File: config.mk
export PLATFORM = sky130hd
export DESIGN_NAME = ahb_led_sequencer_flat
export DESIGN_NICKNAME = d
export VERILOG_FILES = /design/src/rtl/ahb_pkg.sv /design/src/rtl/ahb_led_sequencer_if.sv /design/src/rtl/seq_interval_timer.sv /design/src/rtl/ahb_led_sequencer.sv /design/src/flat_wrapper.sv
export SDC_FILE = /design/constraint.sdc
export NUM_CORES = 1
export LEC_CHECK = 0
export ABC_AREA = 1
export BUFFER_PORTS_ARGS = -buffer_cell sky130_fd_sc_hd__clkbuf_2
export CORE_UTILIZATION = 54
export DETAILED_ROUTE_END_ITERATION = 10
export GPL_TIMING_DRIVEN = 0
export MAX_ROUTING_LAYER = met4
export PLACE_DENSITY = 0.85
export SLEW_MARGIN = 20
export SYNTH_ARGS = -nofsm -noshare
export SYNTH_HDL_FRONTEND = slang
export SYNTH_SLANG_ARGS = --single-unit
export TNS_END_PERCENT = 100
File: constraint.sdc
create_clock -name HCLK -period 2.9 [get_ports HCLK]
set_input_delay 0.58 -clock HCLK [delete_from_list [all_inputs] [get_ports HCLK]]
set_output_delay 0.58 -clock HCLK [all_outputs]
set_load 0.1 [all_outputs]
File: src/rtl/ahb_pkg.sv
// ahb_pkg: AHB-Lite encodings, sequencer FSM states and default LED register address
package ahb_pkg;
  typedef enum logic [2:0] {IDLE, ADDR, DATA, WAIT, RADDR, RDATA} seq_state_e;
  localparam logic [1:0] HTRANS_IDLE = 2'b00;
  localparam logic [1:0] HTRANS_NONSEQ = 2'b10;
  localparam logic [2:0] HSIZE_WORD = 3'b010;
  localparam logic [2:0] HBURST_SINGLE = 3'b000;
  localparam logic [31:0] GPIO_ADDR_DEF = 32'h5000_0000;
  function automatic logic [23:0] at_least_one(input logic [23:0] v);
    return (v == '0) ? 24'd1 : v;
  endfunction
endpackage

File: src/rtl/ahb_led_sequencer_if.sv
// ahb_led_sequencer_if: AHB-Lite single-master bus between the sequencer and its slave
interface ahb_led_sequencer_if #(parameter int W = 32);
  logic [W-1:0] HADDR;
  logic [1:0] HTRANS;
  logic HWRITE;
  logic [2:0] HSIZE;
  logic [2:0] HBURST;
  logic [W-1:0] HWDATA;
  logic [W-1:0] HRDATA;
  logic HREADY;
  logic HRESP;
  modport master (output HADDR, HTRANS, HWRITE, HSIZE, HBURST, HWDATA, input HRDATA, HREADY, HRESP);
  modport slave (input HADDR, HTRANS, HWRITE, HSIZE, HBURST, HWDATA, output HRDATA, HREADY, HRESP);
endinterface

File: src/rtl/seq_interval_timer.sv
// seq_interval_timer: loadable down-counter flagging the last cycle of a wait interval
module seq_interval_timer (
  input  logic        clk,
  input  logic        rst,
  input  logic        load,
  input  logic        dec,
  input  logic [23:0] load_val,
  output logic        expire
);
  logic [23:0] cnt_q, cnt_d;
  always_comb cnt_d = load ? load_val : (dec && cnt_q != '0) ? cnt_q - 24'd1 : cnt_q;
  always_ff @(posedge clk) begin
    if (rst) cnt_q <= '0;
    else cnt_q <= cnt_d;
  end
  assign expire = cnt_q == 24'd1;
endmodule

File: src/rtl/ahb_led_sequencer.sv
// ahb_led_sequencer: AHB-Lite master writing a 4-bit LED pattern table to GPIO; SEQ_READBACK_EN adds a read-verify per step
module ahb_led_sequencer
  import ahb_pkg::*;
#(
  parameter int W = 32,
  parameter int N_STEPS = 8,
  parameter logic [W-1:0] GPIO_ADDR = W'(GPIO_ADDR_DEF)
) (
  input  logic                       HCLK,
  input  logic                       HRESET,
  input  logic                       start,
  input  logic                       stop,
  input  logic                       loop,
  input  logic [23:0]                interval,
  input  logic                       pat_we,
  input  logic [$clog2(N_STEPS)-1:0] pat_idx,
  input  logic [3:0]                 pat_data,
  output logic                       busy,
  output logic                       done,
  output logic                       err,
  output logic [$clog2(N_STEPS)-1:0] step_idx,
  ahb_led_sequencer_if.master        bus
);
  localparam int SW = $clog2(N_STEPS);
  seq_state_e state_q, state_d;
  logic [SW-1:0] step_q, step_d;
  logic [3:0] tbl_q [N_STEPS];
  logic [3:0] tbl_d [N_STEPS];
  logic err_q, err_d, done_q, done_d, pend_q, pend_d;
  logic load, expire, addr_ph, hrdata_unused;
  logic [3:0] cur;
  assign cur = tbl_q[step_q];
  assign hrdata_unused = ^bus.HRDATA;
  seq_interval_timer u_timer (
    .clk(HCLK),
    .rst(HRESET),
    .load(load),
    .dec(state_q == WAIT),
    .load_val(at_least_one(interval)),
    .expire(expire)
  );
  always_comb begin
    state_d = state_q;
    step_d = step_q;
    err_d = err_q;
    done_d = 1'b0;
    load = 1'b0;
    tbl_d = tbl_q;
    if (state_q == IDLE && pat_we) tbl_d[pat_idx] = pat_data;
    case (state_q)
      IDLE: if (start) begin
        state_d = ADDR;
        step_d = '0;
        err_d = 1'b0;
      end
      ADDR: if (bus.HREADY) state_d = DATA;
      DATA: if (bus.HRESP) begin
        err_d = 1'b1;
        state_d = IDLE;
      end else if (bus.HREADY) begin
`ifdef SEQ_READBACK_EN
        state_d = RADDR;
`else
        state_d = WAIT;
        load = 1'b1;
`endif
      end
`ifdef SEQ_READBACK_EN
      RADDR: if (bus.HREADY) state_d = RDATA;
      RDATA: if (bus.HRESP || (bus.HREADY && bus.HRDATA[3:0] != cur)) begin
        err_d = 1'b1;
        state_d = IDLE;
      end else if (bus.HREADY) begin
        state_d = WAIT;
        load = 1'b1;
      end
`endif
      // a pending stop wins over the interval expiring in the same cycle
      WAIT: if (pend_q) state_d = IDLE;
      else if (expire) begin
        if (step_q == SW'(N_STEPS - 1) && !loop) begin
          state_d = IDLE;
          done_d = 1'b1;
        end else begin
          step_d = step_q + 1'b1;
          state_d = ADDR;
        end
      end
      default: state_d = IDLE;
    endcase
    pend_d = state_q != IDLE && state_d != IDLE && (pend_q || stop);
  end
  always_ff @(posedge HCLK) begin
    if (HRESET) begin
      state_q <= IDLE;
      step_q <= '0;
      err_q <= 1'b0;
      done_q <= 1'b0;
      pend_q <= 1'b0;
      tbl_q <= '{default: '0};
    end else begin
      state_q <= state_d;
      step_q <= step_d;
      err_q <= err_d;
      done_q <= done_d;
      pend_q <= pend_d;
      tbl_q <= tbl_d;
    end
  end
  assign addr_ph = state_q == ADDR || state_q == RADDR;
  assign bus.HTRANS = addr_ph ? HTRANS_NONSEQ : HTRANS_IDLE;
  assign bus.HADDR = addr_ph ? GPIO_ADDR : '0;
  assign bus.HWRITE = state_q == ADDR;
  assign bus.HSIZE = HSIZE_WORD;
  assign bus.HBURST = HBURST_SINGLE;
  assign bus.HWDATA = (state_q == DATA) ? W'(cur) : '0;
  assign busy = state_q != IDLE;
  assign done = done_q;
  assign err = err_q;
  assign step_idx = step_q;
endmodule

File: src/flat_wrapper.sv
// flat-port wrapper written by rule: the top's interface ports become plain ports
module ahb_led_sequencer_flat import ahb_pkg::*;
#(
  parameter int W = 32,
  parameter int N_STEPS = 8,
  parameter logic [W-1:0] GPIO_ADDR = W'(GPIO_ADDR_DEF)
)
  (HCLK, HRESET, start, stop, loop, interval, pat_we, pat_idx, pat_data, busy, done, err, step_idx, bus_HADDR, bus_HTRANS, bus_HWRITE, bus_HSIZE, bus_HBURST, bus_HWDATA, bus_HRDATA, bus_HREADY, bus_HRESP);
  ahb_led_sequencer_if #(.W(W)) bus_i ();
  input  logic HCLK;
  input  logic HRESET;
  input  logic start;
  input  logic stop;
  input  logic loop;
  input  logic [23:0] interval;
  input  logic pat_we;
  input  logic [$clog2(N_STEPS)-1:0] pat_idx;
  input  logic [3:0] pat_data;
  output logic busy;
  output logic done;
  output logic err;
  output logic [$clog2(N_STEPS)-1:0] step_idx;
  output wire logic [$bits(bus_i.HADDR)-1:0] bus_HADDR;
  output wire logic [$bits(bus_i.HTRANS)-1:0] bus_HTRANS;
  output wire logic [$bits(bus_i.HWRITE)-1:0] bus_HWRITE;
  output wire logic [$bits(bus_i.HSIZE)-1:0] bus_HSIZE;
  output wire logic [$bits(bus_i.HBURST)-1:0] bus_HBURST;
  output wire logic [$bits(bus_i.HWDATA)-1:0] bus_HWDATA;
  input wire logic [$bits(bus_i.HRDATA)-1:0] bus_HRDATA;
  input wire logic [$bits(bus_i.HREADY)-1:0] bus_HREADY;
  input wire logic [$bits(bus_i.HRESP)-1:0] bus_HRESP;
  assign bus_HADDR = bus_i.HADDR;
  assign bus_HTRANS = bus_i.HTRANS;
  assign bus_HWRITE = bus_i.HWRITE;
  assign bus_HSIZE = bus_i.HSIZE;
  assign bus_HBURST = bus_i.HBURST;
  assign bus_HWDATA = bus_i.HWDATA;
  assign bus_i.HRDATA = bus_HRDATA;
  assign bus_i.HREADY = bus_HREADY;
  assign bus_i.HRESP = bus_HRESP;
  ahb_led_sequencer #(.W(W), .N_STEPS(N_STEPS), .GPIO_ADDR(GPIO_ADDR)) u_core (.HCLK(HCLK), .HRESET(HRESET), .start(start), .stop(stop), .loop(loop), .interval(interval), .pat_we(pat_we), .pat_idx(pat_idx), .pat_data(pat_data), .busy(busy), .done(done), .err(err), .step_idx(step_idx), .bus(bus_i));
endmodule
# Word-level counts from Yosys, hierarchy flattened
# Index checks and enable logic that the tools add are counted.
# classes
n_addsub	2
n_lt_le_gt_ge	3
eq_ne	11
n_mux	32
n_bitwise	4
reduce_logical	20
# ops
op	n
$mux 24	3
$bwmux 32	1
$mux 31	1
$mux 3	10
$eq 24x1->1 const B	1
$logic_not 24->1	1
$reduce_bool 24->1	1
$sub 24x1->24 const B	1
$mux 4	4
$bmux 4 s3	1
$demux 4 s3	1
$pmux 3 s4	1
$ge 4x4->1 const B	2
$ne 2x2->1 const B	4
$not 3->4	2
$mux 1	7
$eq 3x2->1 const B	2
$eq 3x3->1 const B	2
$logic_and 1x1->1	6
$pmux 3 s2	1
$reduce_bool 2->1	3
$reduce_bool 3->1	2
$reduce_and 5->1	1
$lt 4x1->1 const B	1
11 further kinds	13
# totals
ff_bits	65
inputBits	71
output_inout_bits	79
wordCells	86

# Depth between registers and ports, before layout
# logic_depth
word_depth	9
mapped_depth	11
mapped_depth_nobuf	10

# Modules after synthesis
# A second synthesis with hierarchy kept.
# unflattened
hier_cells	732
hier_area_um2	4668.2
# modules_own_cells
module	n_inst	cells_each	area_per_inst_um2	seq_area_each_um2
ahb_led_sequencer	1	416	2768.9	820.8
seq_interval_timer	1	316	1899.3	480.5

# Worst setup path before layout
# OpenSTA, ideal clock, no wires.
# synth_timing
kind	register -> output
from	register u_core.step_q[0], in the netlist u_core.step_idx[0]
to	output port bus_HWDATA[2]
t_arrival_ns	3.165
required_time_ns	2.320
setup_slack_ns	-0.845
path_stages_with_launch	7
path_buffers	2
cell_sequence	dfxtp_1 -> buf_2 -> clkbuf_1 -> nor2_1 -> o32ai_1 -> nor2_1 -> nor2_1
# synth_via
elab_chain_len	5
# synth_rtl
item	line	text
start: declaration	ahb_led_sequencer.sv:26	logic [SW-1:0] step_q, step_d;
start signal: assignment	ahb_led_sequencer.sv:103	step_q <= step_d;
$not 3->4 (implied by the code)	ahb_led_sequencer.sv:32	assign cur = tbl_q[step_q];
$bmux 4 s3	ahb_led_sequencer.sv:32	
$mux 4 (implied by the code) (2 in a row)	ahb_led_sequencer.sv:32	
$mux 4	ahb_led_sequencer.sv:116	assign bus.HWDATA = (state_q == DATA) ? W'(cur) : '0;
end: declaration	flat_wrapper.sv:28	output wire logic [$bits(bus_i.HWDATA)-1:0] bus_HWDATA;
# Every way passes these cells. The select of a mux whose other input is x is not followed.

# Worst setup path in the final report
# Ends and elaborated chain as after synthesis.

==> run metrics <==
largest net degree at the start of global routing 13; starting density of the core 55.8%; RSZ-0062 raised after global routing false; Final Hold Vio Count 0; floorplan core area 7730 µm²; Hold Crit Start u_core.u_timer.cnt_q[23]; FF/Latch Area 1300 µm²; CTS Hold Bufs 0; IO Port Bufs 48; post-detail-place hpwl 8890 µm; crit path kind flop to primary output; sequential cell area fraction in the yosys report 30.2%; Sink Count 65; yosys warns 0; Congestion Overflow GR 0; Hold WC Path Type flop to flop; worst-margin pin slew 784 ps; area occupied by multi-input gates 2440 µm²; post-synthesis cell area 4310 µm²; DRC 0; Distinct cells, synth 37; hold path endpoint u_core.u_timer.cnt_q[23]; P_leak 0.00276 µW; GRT Overall Usage 29.9%; Register-to-Register Path Depth 10; GP Congestion 0.980; row count 32; CTS tree yes; Detailed Routing Iterations Pass 1 7; WP data arrival 2240 ps; htree depth 3; final setup TNS 0 ps; initial antenna violation count 0; number of diodes 0; first-pass GRT wire length 19200 µm; Top Ports 150; Reg2Reg Setup Slack 900 ps; Pwr Density 471 nW/µm²; fin crit share 97.4%; Syn Area/Cell 6.37 µm²; terminus of the critical flop-to-flop path u_core.u_timer.cnt_q[22]; die height 91.4 µm; DR iter-0 viols 339; max-slew violation count 0; minimum clock period 2820 ps; crit-path max FO 10; Clock Root Buffer clkbuf_8; layout cells sized above 1 21.2%; average wire per standard cell 13.0 µm; vias 4625; die width 91.4 µm; post-CTS setup buffer count 0; required time of the critical path 2320 ps; buffer depth of the longest clock path 2; fillcell total 712; Clock Skew 11.4 ps; die area 8350 µm²; DRT Wirelength 11800 µm; status complete, no violations; Clk pin slew, worst setup/hold paths 80 ps; Max-slew headroom 47.7%; final core utilization 67.0%; worst skew pair latency 360 ps; number of global-route vias before repair 4271; vias per inst 5.10; critical path launch point type flop; Crit. End Element primary output; #FFs+latches synth 65; WHS Path Cells 2; Num CTS Buffers 9; # setup viols final 0; cell count after synthesis 677; Max Freq 0.354 GHz; fin worst setup slack 76.7 ps; quantity of gates resized following cts 4; dpl ws 355 ps; antenna-violating nets left 0; RR Startpoint u_core.u_timer.cnt_q[0]; Max Cap Viol 0; Hold Slack 514 ps; Area Overhead vs Synth 20.1%; worst vdd ir 0.364 mV; Nets 876
placed cells by master, fill, tap and decap left out, types with 5 or more instances in the layout:
master / count
inv_1: 52
clkbuf_1: 7
a21oi_1: 24
o32ai_1: 8
ha_1: 5
clkbuf_8: 11
buf_4: 69
a21oi_2: 6
clkbuf_2: 47
nand3_1: 31
buf_2: 6
nor2_1: 183
o21ai_0: 68
nor2_2: 6
conb_1: 66
nand4_1: 13
dfxtp_1: 64
nand2_1: 88
layout make-up:
type / instances / share of cell area (%)
tap: 102 / 2.46
timing repair buffer: 48 / 4.83
clock inverter: 5 / 1.21
clock buffer: 11 / 2.92
buffer: 91 / 12.2
sequential: 65 / 25.2
multi-input combinational: 530 / 47.2
inverter: 55 / 4.04
sequential cells by signal, summed over array words and instances, names as in the netlist:
signal / count
u_core.tbl_q: 32
u_core.pend_q: 1
u_core.step_idx: 3
u_core.u_timer.cnt_q: 24
u_core.done: 1
u_core.state_q: 3
u_core.err: 1
how the worst max path moves through the flow:
stage / startpoint / end / slack, ps / cells after the start
floorplan: u_core.step_idx[1] / bus_HWDATA[2] / -170 / 5
global placement: u_core.step_idx[0] / bus_HWDATA[2] / 390 / 7
detailed placement: u_core.step_idx[0] / bus_HWDATA[1] / 350 / 8
CTS: u_core.step_idx[0] / bus_HWDATA[1] / 40 / 8
global route: u_core.step_idx[0] / bus_HWDATA[0] / 20 / 8
finish: u_core.step_idx[0] / bus_HWDATA[2] / 80 / 8
per-stage QoR:
stage / total power (µW) / cells / area [µm²]
2_1_floorplan: 1550 / 741 / 4580
3_3_place_gp: 1610 / 891 / 4950
3_5_place_dp: 1620 / 891 / 4950
4_1_cts: 2430 / 907 / 5170
5_1_grt: 2510 / 907 / 5180
6_report: 2440 / 907 / 5180
cell usage after synthesis (all sizes together):
cell    instances  area share (%)
a21boi          1            0.17
a21oi          30             4.0
a22oi           4            0.70
a31oi           1            0.15
buf            81              14
clkbuf         10            0.90
clkinv          1           0.087
conb            2            0.17
dfxtp          65              30
ha              5             1.5
inv            54             4.8
mux2i           2            0.46
nand2          94             8.8
nand3          32             3.8
nand3b          1            0.17
nand4          13             1.9
nor2          193              17
nor3            2            0.23
o21ai          72             8.4
o22ai           1            0.15
o32ai           8             1.6
xnor2           1            0.20
xor2            4            0.81
metal layers:
| metal | up-vias | GRT usage (%) | part of all wire, % |
|---|---|---|---|
| li1 | 2286 | - | - |
| met1 | 2061 | 33.5 | 40 |
| met2 | 232 | 50.7 | 48 |
| met3 | 46 | 7.45 | 8.5 |
| met4 | 0 | 12.7 | 3.2 |
| met5 | - | - | 0 |
kinds of logic after synthesis:
| group | count (synthesis) | share of synthesized area [%] |
|---|---|---|
| flip-flops | 65 | 30.2 |
| multiplexers | 2 | 0.464 |
| AO/OA/AOI/OAI | 117 | 15.1 |
| other | 2 | 0.174 |
| adder cells (fa/ha/maj) | 5 | 1.45 |
| XOR/XNOR | 5 | 1.02 |
| buffers and inverters | 146 | 19.4 |
| AND/OR/NAND/NOR | 335 | 32.2 |
critical path, stage by stage (launching register included):
cell and delay (ps):
dfxtp_2 350, buf_2 200, clkinv_1 240, buf_2 260, nor2_1 120, o32ai_1 90
o21ai_0 270, nor2_2 60, clkbuf_4 280
where the power goes:
group / internal, µW / switching [µW] / total, µW
logic: 132 / 557 / 688
clock network: 448 / 383 / 830
registers: 907 / 12.8 / 920
total: 1490 / 952 / 2440
Note: power is estimated with default switching activity, not from simulation.
